===== src/rtl/bin_bcd_seq.sv =====
// Purpose : sequential binary-to-BCD converter (shift-and-add-3, one bit per clock)
// Latency : done pulses BIN_W cycles after the accepting edge; one result per BIN_W+1 cycles
// Backpr. : start is ignored while busy (no queueing); bcd/overflow hold until next completion
//
// Ports:
//   clk, reset       rising-edge clock, synchronous active-high reset
//   start, binary    conversion request and value, sampled on the accepting edge only
//   busy             high while a conversion runs
//   done             one-cycle pulse when bcd/overflow are updated
//   bcd              4*DIGITS-bit result, digit 0 (ones) in bcd[3:0]
//   overflow         last result exceeded 10^DIGITS-1 (bcd then holds value mod 10^DIGITS)
module bin_bcd_seq #(
  parameter int BIN_W  = 12,
  parameter int DIGITS = 4
) (
  input  logic                  clk,
  input  logic                  reset,
  input  logic                  start,
  input  logic [BIN_W-1:0]      binary,
  output logic                  busy,
  output logic                  done,
  output logic [4*DIGITS-1:0]   bcd,
  output logic                  overflow
);

  localparam int SR_W  = 4 * DIGITS + BIN_W;
  localparam int CNT_W = $clog2(BIN_W + 1);
  localparam logic [CNT_W-1:0] CNT_LAST = CNT_W'(BIN_W - 1);

  typedef enum logic {
    IDLE  = 1'b0,
    SHIFT = 1'b1
  } state_t;

  state_t               state_q, state_d;
  logic [SR_W-1:0]      sr_q, sr_d;
  logic [CNT_W-1:0]     cnt_q, cnt_d;
  logic                 acc_q, acc_d;
  logic                 busy_q, busy_d;
  logic                 done_q, done_d;
  logic [4*DIGITS-1:0]  bcd_q, bcd_d;
  logic                 ovf_q, ovf_d;

  // Per-iteration datapath: digit correction, then shift.
  logic [SR_W-1:0]      sr_corr;
  logic [SR_W-1:0]      sr_shift;
  logic                 acc_next;

  always_comb begin
    sr_corr = sr_q;
    // Each digit is corrected independently; the 4-bit add wraps and never
    // carries into the neighbouring digit.
    for (int k = 0; k < DIGITS; k++) begin
      if (sr_q[BIN_W + 4*k +: 4] >= 4'd5) begin
        sr_corr[BIN_W + 4*k +: 4] = sr_q[BIN_W + 4*k +: 4] + 4'd3;
      end
    end
    sr_shift = {sr_corr[SR_W-2:0], 1'b0};
    // The bit leaving the top of the register carries weight 10^DIGITS;
    // any 1 shifted out means the value did not fit.
    acc_next = acc_q | sr_corr[SR_W-1];
  end

  always_comb begin
    state_d = state_q;
    sr_d    = sr_q;
    cnt_d   = cnt_q;
    acc_d   = acc_q;
    busy_d  = busy_q;
    done_d  = 1'b0;
    bcd_d   = bcd_q;
    ovf_d   = ovf_q;

    case (state_q)
      IDLE: begin
        if (start) begin
          sr_d    = {{(4*DIGITS){1'b0}}, binary};
          cnt_d   = '0;
          acc_d   = 1'b0;
          busy_d  = 1'b1;
          state_d = SHIFT;
        end
      end
      SHIFT: begin
        sr_d  = sr_shift;
        cnt_d = cnt_q + CNT_W'(1);
        acc_d = acc_next;
        if (cnt_q == CNT_LAST) begin
          bcd_d   = sr_shift[SR_W-1 -: 4*DIGITS];
          ovf_d   = acc_next;
          done_d  = 1'b1;
          busy_d  = 1'b0;
          state_d = IDLE;
        end
      end
      default: state_d = IDLE;
    endcase
  end

  always_ff @(posedge clk) begin
    if (reset) begin
      state_q <= IDLE;
      sr_q    <= '0;
      cnt_q   <= '0;
      acc_q   <= 1'b0;
      busy_q  <= 1'b0;
      done_q  <= 1'b0;
      bcd_q   <= '0;
      ovf_q   <= 1'b0;
    end else begin
      state_q <= state_d;
      sr_q    <= sr_d;
      cnt_q   <= cnt_d;
      acc_q   <= acc_d;
      busy_q  <= busy_d;
      done_q  <= done_d;
      bcd_q   <= bcd_d;
      ovf_q   <= ovf_d;
    end
  end

  assign busy     = busy_q;
  assign done     = done_q;
  assign bcd      = bcd_q;
  assign overflow = ovf_q;

endmodule


===== config.mk =====
export PLATFORM = sky130hd
export DESIGN_NAME = bin_bcd_seq
export DESIGN_NICKNAME = d
export VERILOG_FILES = /design/src/rtl/bin_bcd_seq.sv
export SDC_FILE = /design/constraint.sdc
export NUM_CORES = 1
export LEC_CHECK = 0
export ABC_AREA = 1
export CAP_MARGIN = 10
export CORE_MARGIN = 8
export CORE_UTILIZATION = 50
export DETAILED_ROUTE_END_ITERATION = 10
export PLACE_DENSITY = 0.84
export SYNTH_ARGS = -nofsm -noshare
export SYNTH_HDL_FRONTEND = slang
export SYNTH_SLANG_ARGS = --single-unit

===== constraint.sdc =====
create_clock -name clk -period 2.3 [get_ports clk]
set_clock_uncertainty 0.2 [all_clocks]
set_input_delay 0.23 -clock clk [delete_from_list [all_inputs] [get_ports clk]]
set_output_delay 0.23 -clock clk [all_outputs]
set_load 0.01 [all_outputs]

; ---- After elaboration in Yosys (flattened, before gate mapping)
; Index checks and enable logic that the tools add are counted.
[totals]
reg_bits = 53
input_bits = 15
out_inout_bits = 19
[classes]
n_addsub = 5
order_cmp = 4
n_eq_ne = 3
n_mux = 17
bitwise_logic = 2
reduce_logical = 3
[op_table]
columns = op, n
row1 = $pmux W28 S2, 1
row2 = $mux W28, 1
row3 = $mux W4, 5
row4 = $add A4 B2 Y4 const B, 4
row5 = $ge A4 B3 Y1 const B, 4
row6 = $pmux W4 S2, 1
row7 = $mux W1, 6
row8 = $pmux W1 S2, 3
row9 = $add A4 B1 Y4 const B, 1
row10 = $eq A4 B4 Y1 const B, 1
row11 = $reduce_and A2 Y1, 2
row12 = $ne A2 B1 Y1 const B, 1
row13 = $ne A2 B2 Y1 const B, 1
row14 = $reduce_or A2 Y1, 1
row15 = $not A1 Y1, 1
row16 = $or A1 B1 Y1, 1

; ---- Depth between registers and ports, before layout
; Gate-level depths: netlist of run 1.
[depth]
depth_word = 4
depth_mapped = 9
ltp_nobuf = 9

; ---- Least setup slack after synthesis of run 1
; No wires, ideal clock.
[synth_timing]
path_type = flip-flop to flip-flop
startpoint = register cnt_q[0]
endpoint = register bcd_q[8], in the netlist bcd[8]
t_arrival_ns = 1.135
t_required_ns = 1.986
path_slack_ns = 0.852
stages_incl_launch_ff = 8
n_path_buf = 1
synth_period_minus_slack_ns = 1.448
cell_sequence = dfxtp_1 > ha_1 > nand4_4 > nand2_1 > inv_2 > buf_4 > nand2_1 > nand2_1
[synth_via]
elab_chain_len = 2
[synth_lines]
columns = item, line
row1 = start: declaration, 37  ; logic [CNT_W-1:0] cnt_q, cnt_d;
row2 = start signal: assignment, 113  ; cnt_q <= cnt_d;
row3 = $eq A4 B4 Y1, 88  ; if (cnt_q == CNT_LAST) begin
row4 = $reduce_and A2 Y1 (no source line), n/a
row5 = end signal: assignment, 108  ; bcd_q <= '0;
row6 = end signal: assignment, 117  ; bcd_q <= bcd_d;
row7 = end: declaration, 41  ; logic [4*DIGITS-1:0] bcd_q, bcd_d;
; No other way between the ends.
; A chain may end at the register's enable or synchronous reset.

; ---- Worst setup path after layout of run 1
[layout_timing]
startpoint = register ovf_q, in the netlist overflow
endpoint = output overflow
[layout_lines]
columns = item, line
row1 = start: declaration, 42  ; logic ovf_q, ovf_d;
row2 = start signal: assignment, 118  ; ovf_q <= ovf_d;
row3 = end: declaration, 23  ; output logic overflow
; No word-level cell between the ends.

==> results of run 1 <==
-- layout by cell type, fill, tap and decap left out --
cell type | synthesis | routed
mux2i_1 | 2 | 2
dfxtp_1 | 53 | 53
nand2_1 | 134 | 134
a22oi_1 | 5 | 5
inv_6 | 0 | 1
nor2b_1 | 1 | 1
clkdlybuf4s50_1 | 0 | 33
clkbuf_8 | 0 | 7
nand4_1 | 9 | 9
inv_2 | 2 | 2
buf_4 | 3 | 6
ha_1 | 9 | 9
nor2_4 | 1 | 1
nor2_1 | 6 | 6
a21oi_1 | 22 | 22
nor2_2 | 1 | 1
nand3_1 | 40 | 40
inv_1 | 34 | 34
nand4_4 | 1 | 1
o21ai_0 | 9 | 9
-- logic make-up (layout without fill, tap and decap cells) --
kind of cell | Yosys count | count (layout) | share of synthesized area
flops | 53 | 53 | 0.438
compound gates | 36 | 36 | 0.0795
mux | 2 | 2 | 0.00826
buf+inv | 49 | 83 | 0.0867
fa+ha+maj | 9 | 9 | 0.0465
simple gates | 193 | 193 | 0.341
-- cell type report --
type                       count  share of cell area
clock buffer                   7              0.0333
clock inverter                 1             0.00302
inverter                      36              0.0467
multi-input combinational    240               0.398
sequential                    53               0.366
tap                           54              0.0233
timing repair buffer          39               0.130
-- metrics by stage --
stage,setup WS (ns),util,std cells,power (W)
finish,0.658,0.617,430,0.00164
global route,0.538,0.617,430,0.00171
CTS,0.623,0.617,430,0.00166
detailed placement,0.671,0.595,422,0.00109
global placement,0.689,0.595,422,0.00109
floorplan,0.852,-,342,0.00104
-- synth_stat cells, drive strengths merged, types with 2 or more instances --
cell type  number  area, um^2
a21oi          22         110
a22oi           5        37.5
buf            10        63.8
clkbuf          3        11.3
dfxtp          53        1060
ha              9         113
inv            36         135
mux2i           2        20.0
nand2         134         503
nand3          40         200
nand4          10        77.6
nor2            8        40.0
o21ai           9        45.0
-- worst reg2reg max path, cell delays in order, from the launching register on --
cell and delay (ns):
dfxtp_1 0.41, inv_1 0.08, ha_1 0.21, inv_1 0.05, nand2_1 0.12, nand2_1 0.09, nand2_1 0.05, o21ai_0 0.20
nor2b_1 0.16
-- worst max path at each step --
| stage | from | endpoint | slack, ns | cells past startpoint |
|---|---|---|---|---|
| 2_1_floorplan | cnt_q[0]$_SDFFE_PP0P_ | bcd[8]$_SDFFE_PP0P_ | 0.85 | 7 |
| 3_3_place_gp | cnt_q[0]$_SDFFE_PP0P_ | bcd[6]$_SDFFE_PP0P_ | 0.69 | 5 |
| 3_5_place_dp | cnt_q[0]$_SDFFE_PP0P_ | bcd[6]$_SDFFE_PP0P_ | 0.67 | 5 |
| 4_1_cts | overflow$_SDFFE_PP0P_ | overflow | 0.62 | 1 |
| 5_1_grt | cnt_q[0]$_SDFFE_PP0P_ | bcd[6]$_SDFFE_PP0P_ | 0.54 | 5 |
| 6_report | overflow$_SDFFE_PP0P_ | overflow | 0.66 | 1 |
-- routing by layer --
layer,up-vias,GRT usage,part of all wire
met4,0,0.0525,0.0093
li1,1163,-,-
met3,4,0.0372,0.047
met5,-,0,0
met1,988,0.152,0.45
met2,40,0.272,0.49
-- state kept, by name, indices dropped and copies added (netlist names) --
register	flops
done	1
busy	1
state_q	1
bcd	16
cnt_q	4
acc_q	1
overflow	1
sr_q	28
-- power by group --
group / switching (W) / internal, W
Combinational: 0.0000669 / 0.0000517
Clock: 0.000296 / 0.000278
Sequential: 0.0000137 / 0.000934
Total: 0.000376 / 0.00126
==> summary by stage, run 1 <==
Global route
The global-route wire length before repair is 8840 um. The initial antenna violation count is 0. The largest net degree at the start of global routing is 21. Across every metal layer, demand over resource in global routing totals 0.145.

The remaining global-route overflow is 0. The number of global-route vias before repair is ~2100.

Critical path
The launching point of the worst reg2reg path is sr_q[24]$_SDFFE_PP0P_. Along the worst path, the maximum fanout reaches 2. The worst setup path is captured at a primary output. The worst path required time is about 1.9 ns. The number of buffers and inverters on the critical path is 1. Walking the worst path, the cells encountered are clkdlybuf4s50_1.

The setup slack on the worst flop-to-flop path is around 0.67 ns. In this run the critical register-to-register path is captured at acc_q$_SDFFE_PP0P_. The family with the most delay on the worst path is buffers and inverters. The type of the worst setup path is reg2out.

Data arrives at the worst endpoint at about 1.2 ns. Measured in cells, the most critical reg-to-reg path has a length of 8. The worst setup path is launched from a register. The stage delay of the slowest cell on the critical path is approximately 0.55 ns. The slowest cell on the critical path is clkdlybuf4s50_1.

CTS
TritonCTS built the clock tree. In this run, CTS created clock tree buffers numbering 5. For this design, the CTS-stage hold fixing added 0 buffers. No sink is reached through more buffers than the 2 on the longest clock path. The number of setup buffers added after CTS is 0. The clock latency at the later pin of the worst-skew pair is about 0.3 ns. The TritonCTS sink count is 53.

The cell at the root of the clock tree is clkbuf_8. After clock tree synthesis, the clock-pin slew on the worst setup and hold paths is 0.09 ns. The H-tree generated during clock tree synthesis spans 2 levels. The count of instances resized after the clock tree is built is 0.

Final layout
At the end of the flow, the number of nets in the layout was around 400. The area added between synthesis and finish is 19.5%. The layout has 435 filler cells. The final standard cell area without fillers is roughly 0.0029 mm^2. The repair_antennas step left the layout with diodes totalling 0.

In the final layout, the share of cells above drive strength 1 is 0.0505. Across the whole layout, storage elements account for roughly 0.0011 mm^2. Summing all multi-input logic gate instances after layout gives roughly 0.0012 mm^2.

Timing
The worst-case headroom to the max-slew limit is 0.718. The final setup violation count is 0. The number of max-slew violations in the final report is 0. The post-route setup TNS is 0 ns. The worst path needs ~1.6 ns of the cycle, external delays included. Derived from the worst setup path, the maximum achievable clock frequency is just over 600 MHz. At the pin with the least slew margin, the transition time is roughly 0.42 ns. Setup repair after global routing left no endpoint under its margin. Final hold analysis gives a worst-case slack of ~0.25 ns.

The final cycle utilization of the critical path is 0.714. The final-report hold violation count is 0.

Route
The routed layout has 2195 vias. The starting DRC count in detailed routing is about 140. After detailed routing, the total wire length is ~5000 um. Dividing the detail-routed via count by the number of cells gives between 5 and 6.

The number of detailed-route iterations in the first pass is 4. The DRC violations left is 0. In this run the remaining antenna-violating nets after routing total 0. After detailed routing, the average wire length per cell comes to 11.5 um.

Placement
The placer's final routability congestion estimate is a little over 0.8. Once detailed placement completed, the half-perimeter wirelength came to around 3600 um. Summing all placed instances gives a cell area of ~0.0028 mm^2. The number of buffer cells added on primary ports is 33.

Synthesis
Synthesis handed over a netlist of 342 instances. The cell area that synthesis handed to floorplanning was 0.00242 mm^2. When the netlist entered floorplanning its net count stood at roughly 370. For this run, the leading register cell type out of synthesis is dfxtp_1. The average instance area after synthesis is approximately 7.1 um^2. The post-synthesis sequential element count is 53. In the synthesized netlist the async set-or-reset flop fraction comes to 0. The count of flip-flops with a built-in enable after synthesis is 0. The portion of the post-synthesis area used by sequential elements is 0.438. The number of distinct library cell variants in the gate-level netlist after synthesis is 20. The count of warnings emitted by yosys is 0.

Floorplan
The number of rows in the core area is 25. The die covers approximately 0.0073 mm^2. After floorplanning, the core was sized to cover around 0.0047 mm^2.

During I/O placement, the number of pins put on the boundary was 34. The horizontal extent of the die is about 86 um. The starting density of the core is 0.517. The die is between 80 and 90 um tall.

Worst hold path
The capture endpoint of the worst hold path is bcd[0]$_SDFFE_PP0P_. The type of the worst min-delay path is reg2reg. In this run the most critical hold path is launched from bcd[0]$_SDFFE_PP0P_. The worst hold path was traced through 2 stages.

Power and ir drop
Across the VDD grid, the largest voltage drop is 0.000481 V. For this design the ratio of total power to cell area is between 500 and 600 mW/mm^2. Summed over all cells, the static leakage comes to 1.32 nW.

Status
The flow ran to the end, and the final reports show no timing, DRC or antenna violations.

Flow run
The max-cap violation count is 0.
No activity file was read; power rests on OpenSTA's default activity.
==> run 2, diff against run 1 <==
==> constraint.sdc (replaced) <==
create_clock -name clk -period 1.7 [get_ports clk]
set_clock_uncertainty 0.2 [all_clocks]
set_input_delay 0.17 -clock clk [delete_from_list [all_inputs] [get_ports clk]]
set_output_delay 0.17 -clock clk [all_outputs]
set_load 0.01 [all_outputs]
==> run 2 against run 1 <==
Largest cell class unchanged. Die area unchanged. Sequential share of layout area fell by 0.71 points. Via count up 3.0%. Critical path type unchanged. Register-to-register slack worse by 0.50 ns. Cell area rose by 2.2%. Critical endpoint is now bcd[9]. Largest power group unchanged. Utilization up 1.4 points. Combinational power rose by 42%.
==> summary by stage, run 2 (synthesized netlist as in run 1, its figures left out) <==
Power and ir drop
The total power is 0.00235 W (+43%). The leakage component of the power is 1.36 nW (+2.9%). The maximum ir drop on the vdd rail came to 0.000442 V (-7.9%). The areal power density over the cells came to 794 mW/mm^2 (+40%).

CTS
CTS placed an instance of clkbuf_8 at the clock tree root. The post-CTS setup buffer count is 0 (unchanged). The number of clock buffers inserted by TritonCTS is 5 (unchanged). The CTS H-tree depth is 2 (unchanged). The clock edge transition at the registers on the reported setup and hold paths is 0.10 ns (about the same).

The TritonCTS sink count is 53 (unchanged). The clock latency at the later pin of the worst-skew pair came to 0.31 ns (about the same). TritonCTS built the clock tree. The number of buffers on the longest clock path is 2 (unchanged).

Critical path
The slowest cell on the critical path is clkdlybuf4s50_1. The critical path arrival is 1.20 ns (about the same). The number of buffers and inverters on the critical path is 1 (unchanged). The worst-path maximum fanout is 2 (unchanged). The launching point of the worst reg2reg path is sr_q[12]$_SDFFE_PP0P_. The length in cells of the worst reg-to-reg path is 8 (unchanged).

Walking the worst path, the cells encountered are clkdlybuf4s50_1. The setup slack on the worst flop-to-flop path came to 0.17 ns (-0.50 ns). The stage delay of the slowest cell on the critical path is 0.54 ns (about the same). The kind of cell with the highest combined delay along the critical path is buffers and inverters. STA classifies the critical path endpoint as a primary output. The worst register-to-register path ends at sr_q[14]$_SDFFE_PP0P_. The most critical setup path has its startpoint at bcd[9]$_SDFFE_PP0P_.

The worst path required time was 1.33 ns (-0.54 ns). STA classifies the critical path startpoint as a register. The type of the worst setup path is reg2out.

Final layout
The antenna cell count is 0 (unchanged). In the layout the commonest cells are nand2_1, dfxtp_1, nand3_1. The area added between synthesis and finish is 22.1%. The flip-flop count of the largest register, all copies and words added came to 28 (unchanged). The filler cell count in the final layout came to 424 (-2.5%). Ranked by flip-flop count, first place goes to sr_q. The fraction of final layout cells with drive strength greater than 1 is 0.0735 (+0.0230). The leading cell type in the layout, fill and taps excluded is nand2_1. The net count reported at finish was 404 (+1.3%).

Timing
The final setup violation count came to 0 (unchanged). The number of max-slew violations in the final report is 0 (unchanged). The worst-case headroom to the max-slew limit was 0.784 (+0.0654). The post-route setup TNS was 0 ns (unchanged).

The final worst setup slack is 0.128 ns (-0.530 ns). The final cycle utilization of the critical path is 0.925. The worst-margin pin slew was 0.321 ns (-0.101 ns).

The minimum clock period is ~1.6 ns. Setup repair after global routing left no endpoint under its margin. The maximum clock frequency is 636 MHz.

The final-report hold violation count is 0 (unchanged).

Placement
The placer's final routability congestion estimate is 0.817 (-1.2%). The pre-CTS setup slack is 0.142 ns (-0.530 ns). The number of buffer cells added on primary ports is 33 (unchanged).

The final HPWL from detailed placement is 3770 um (+5.7%).

Floorplan
The area of the core is 0.00469 mm^2 (unchanged). The horizontal extent of the die came to 85.6 um (unchanged). The number of rows in the core area is 25 (unchanged). The die area is 0.00733 mm^2 (unchanged).

The starting density of the core is 0.517 (unchanged). The die span in y was 85.6 um (unchanged). The number of top-level pins is 34 (unchanged).

Worst hold path
The type of the worst min-delay path is in2reg. The capture endpoint of the worst hold path is sr_q[0]$_SDFFE_PP0P_. The number of stages on the worst hold path was 3 (+1).

In this run the most critical hold path is launched from binary[0].

Route
The average detailed-routed wire length per instance is 11.9 um (+3.3%). The starting DRC count in detailed routing is 131 (-7.7%). The final wirelength came to 5180 um (+4.5%).

The via count of the routed design was 2261 (+3.0%). The DRC violations left is 0 (unchanged). The number of detailed-route iterations in the first pass is 4 (unchanged). The number of vias per cell came to 5.20 (+1.8%). The number of nets with antenna violations after routing was 0 (unchanged).

Global route
The largest net degree at the start of global routing was 20 (-4.8%). The initial antenna violation count is 0 (unchanged). The remaining global-route overflow came to 0 (unchanged). The number of global-route vias before repair is 2246 (+6.6%).

The global-route wire length before repair is 9070 um (+2.6%). The total routing usage reported by global routing came to 0.150 (+0.00438).

Status
The flow ran to the end, and the final reports show no timing, DRC or antenna violations.

Flow run
The max-cap violation count is 0 (unchanged).
[run 2: cell count changes in the layout (fill, tap and decap cells not counted), sizes merged]
cell	delta
buf	+5
bufinv	+1
clkbuf	-1
clkinvlp	+1
inv	-1
[run 2: area by class of cell]
type / instances / area [um^2] / share of cell area
tap: 54 / 67.6 / 0.0228
timing repair buffer: 44 / 413 / 0.139
multi-input combinational: 240 / 1160 / 0.392
clock inverter: 2 / 37.5 / 0.0127
clock buffer: 6 / 82.6 / 0.0279
inverter: 36 / 135 / 0.0456
sequential: 53 / 1060 / 0.359
[run 2: power breakdown]
| group | leakage (nW) | internal (W) | switching [W] |
|---|---|---|---|
| clock | 0.0574 | 0.000479 | 0.000423 |
| combinational | 0.870 | 0.0000737 | 0.0000949 |
| sequential | 0.430 | 0.00126 | 0.0000170 |
| total | 1.36 | 0.00182 | 0.000535 |
[run 2: worst max-delay path by stage]
| stage | end | cells past startpoint |
|---|---|---|
| finish | bcd[9] | 1 |
| CTS | busy | 1 |
| detailed placement | sr_q[17]$_SDFFE_PP0P_ | 8 |
| global placement | sr_q[17]$_SDFFE_PP0P_ | 8 |
| floorplan | bcd[8]$_SDFFE_PP0P_ | 7 |
| global route | sr_q[14]$_SDFFE_PP0P_ | 8 |
[run 2: timing repair]
action / CTS / global route
hold buffers: 0 / 0
gates resized for setup: 0 / 5
setup endpoints to repair: 0 / 9
[run 2: per-layer routing]
metal,vias to the layer above,GRT usage,wire length (um)
met5,-,0,0
met1,1030,0.157,2290
met4,0,0.0796,121
li1,1171,-,-
met3,11,0.0334,201
met2,49,0.271,2570
[run 2: through the flow]
| step | hold WS, ns | utilization | cells | area [um^2] |
|---|---|---|---|---|
| floorplan | 0.113 | - | 342 | 2420 |
| global placement | 0.229 | 0.603 | 427 | 2830 |
| detailed placement | 0.232 | 0.603 | 427 | 2830 |
| CTS | 0.223 | 0.629 | 435 | 2950 |
| global route | 0.265 | 0.631 | 435 | 2960 |
| finish | 0.236 | 0.631 | 435 | 2960 |
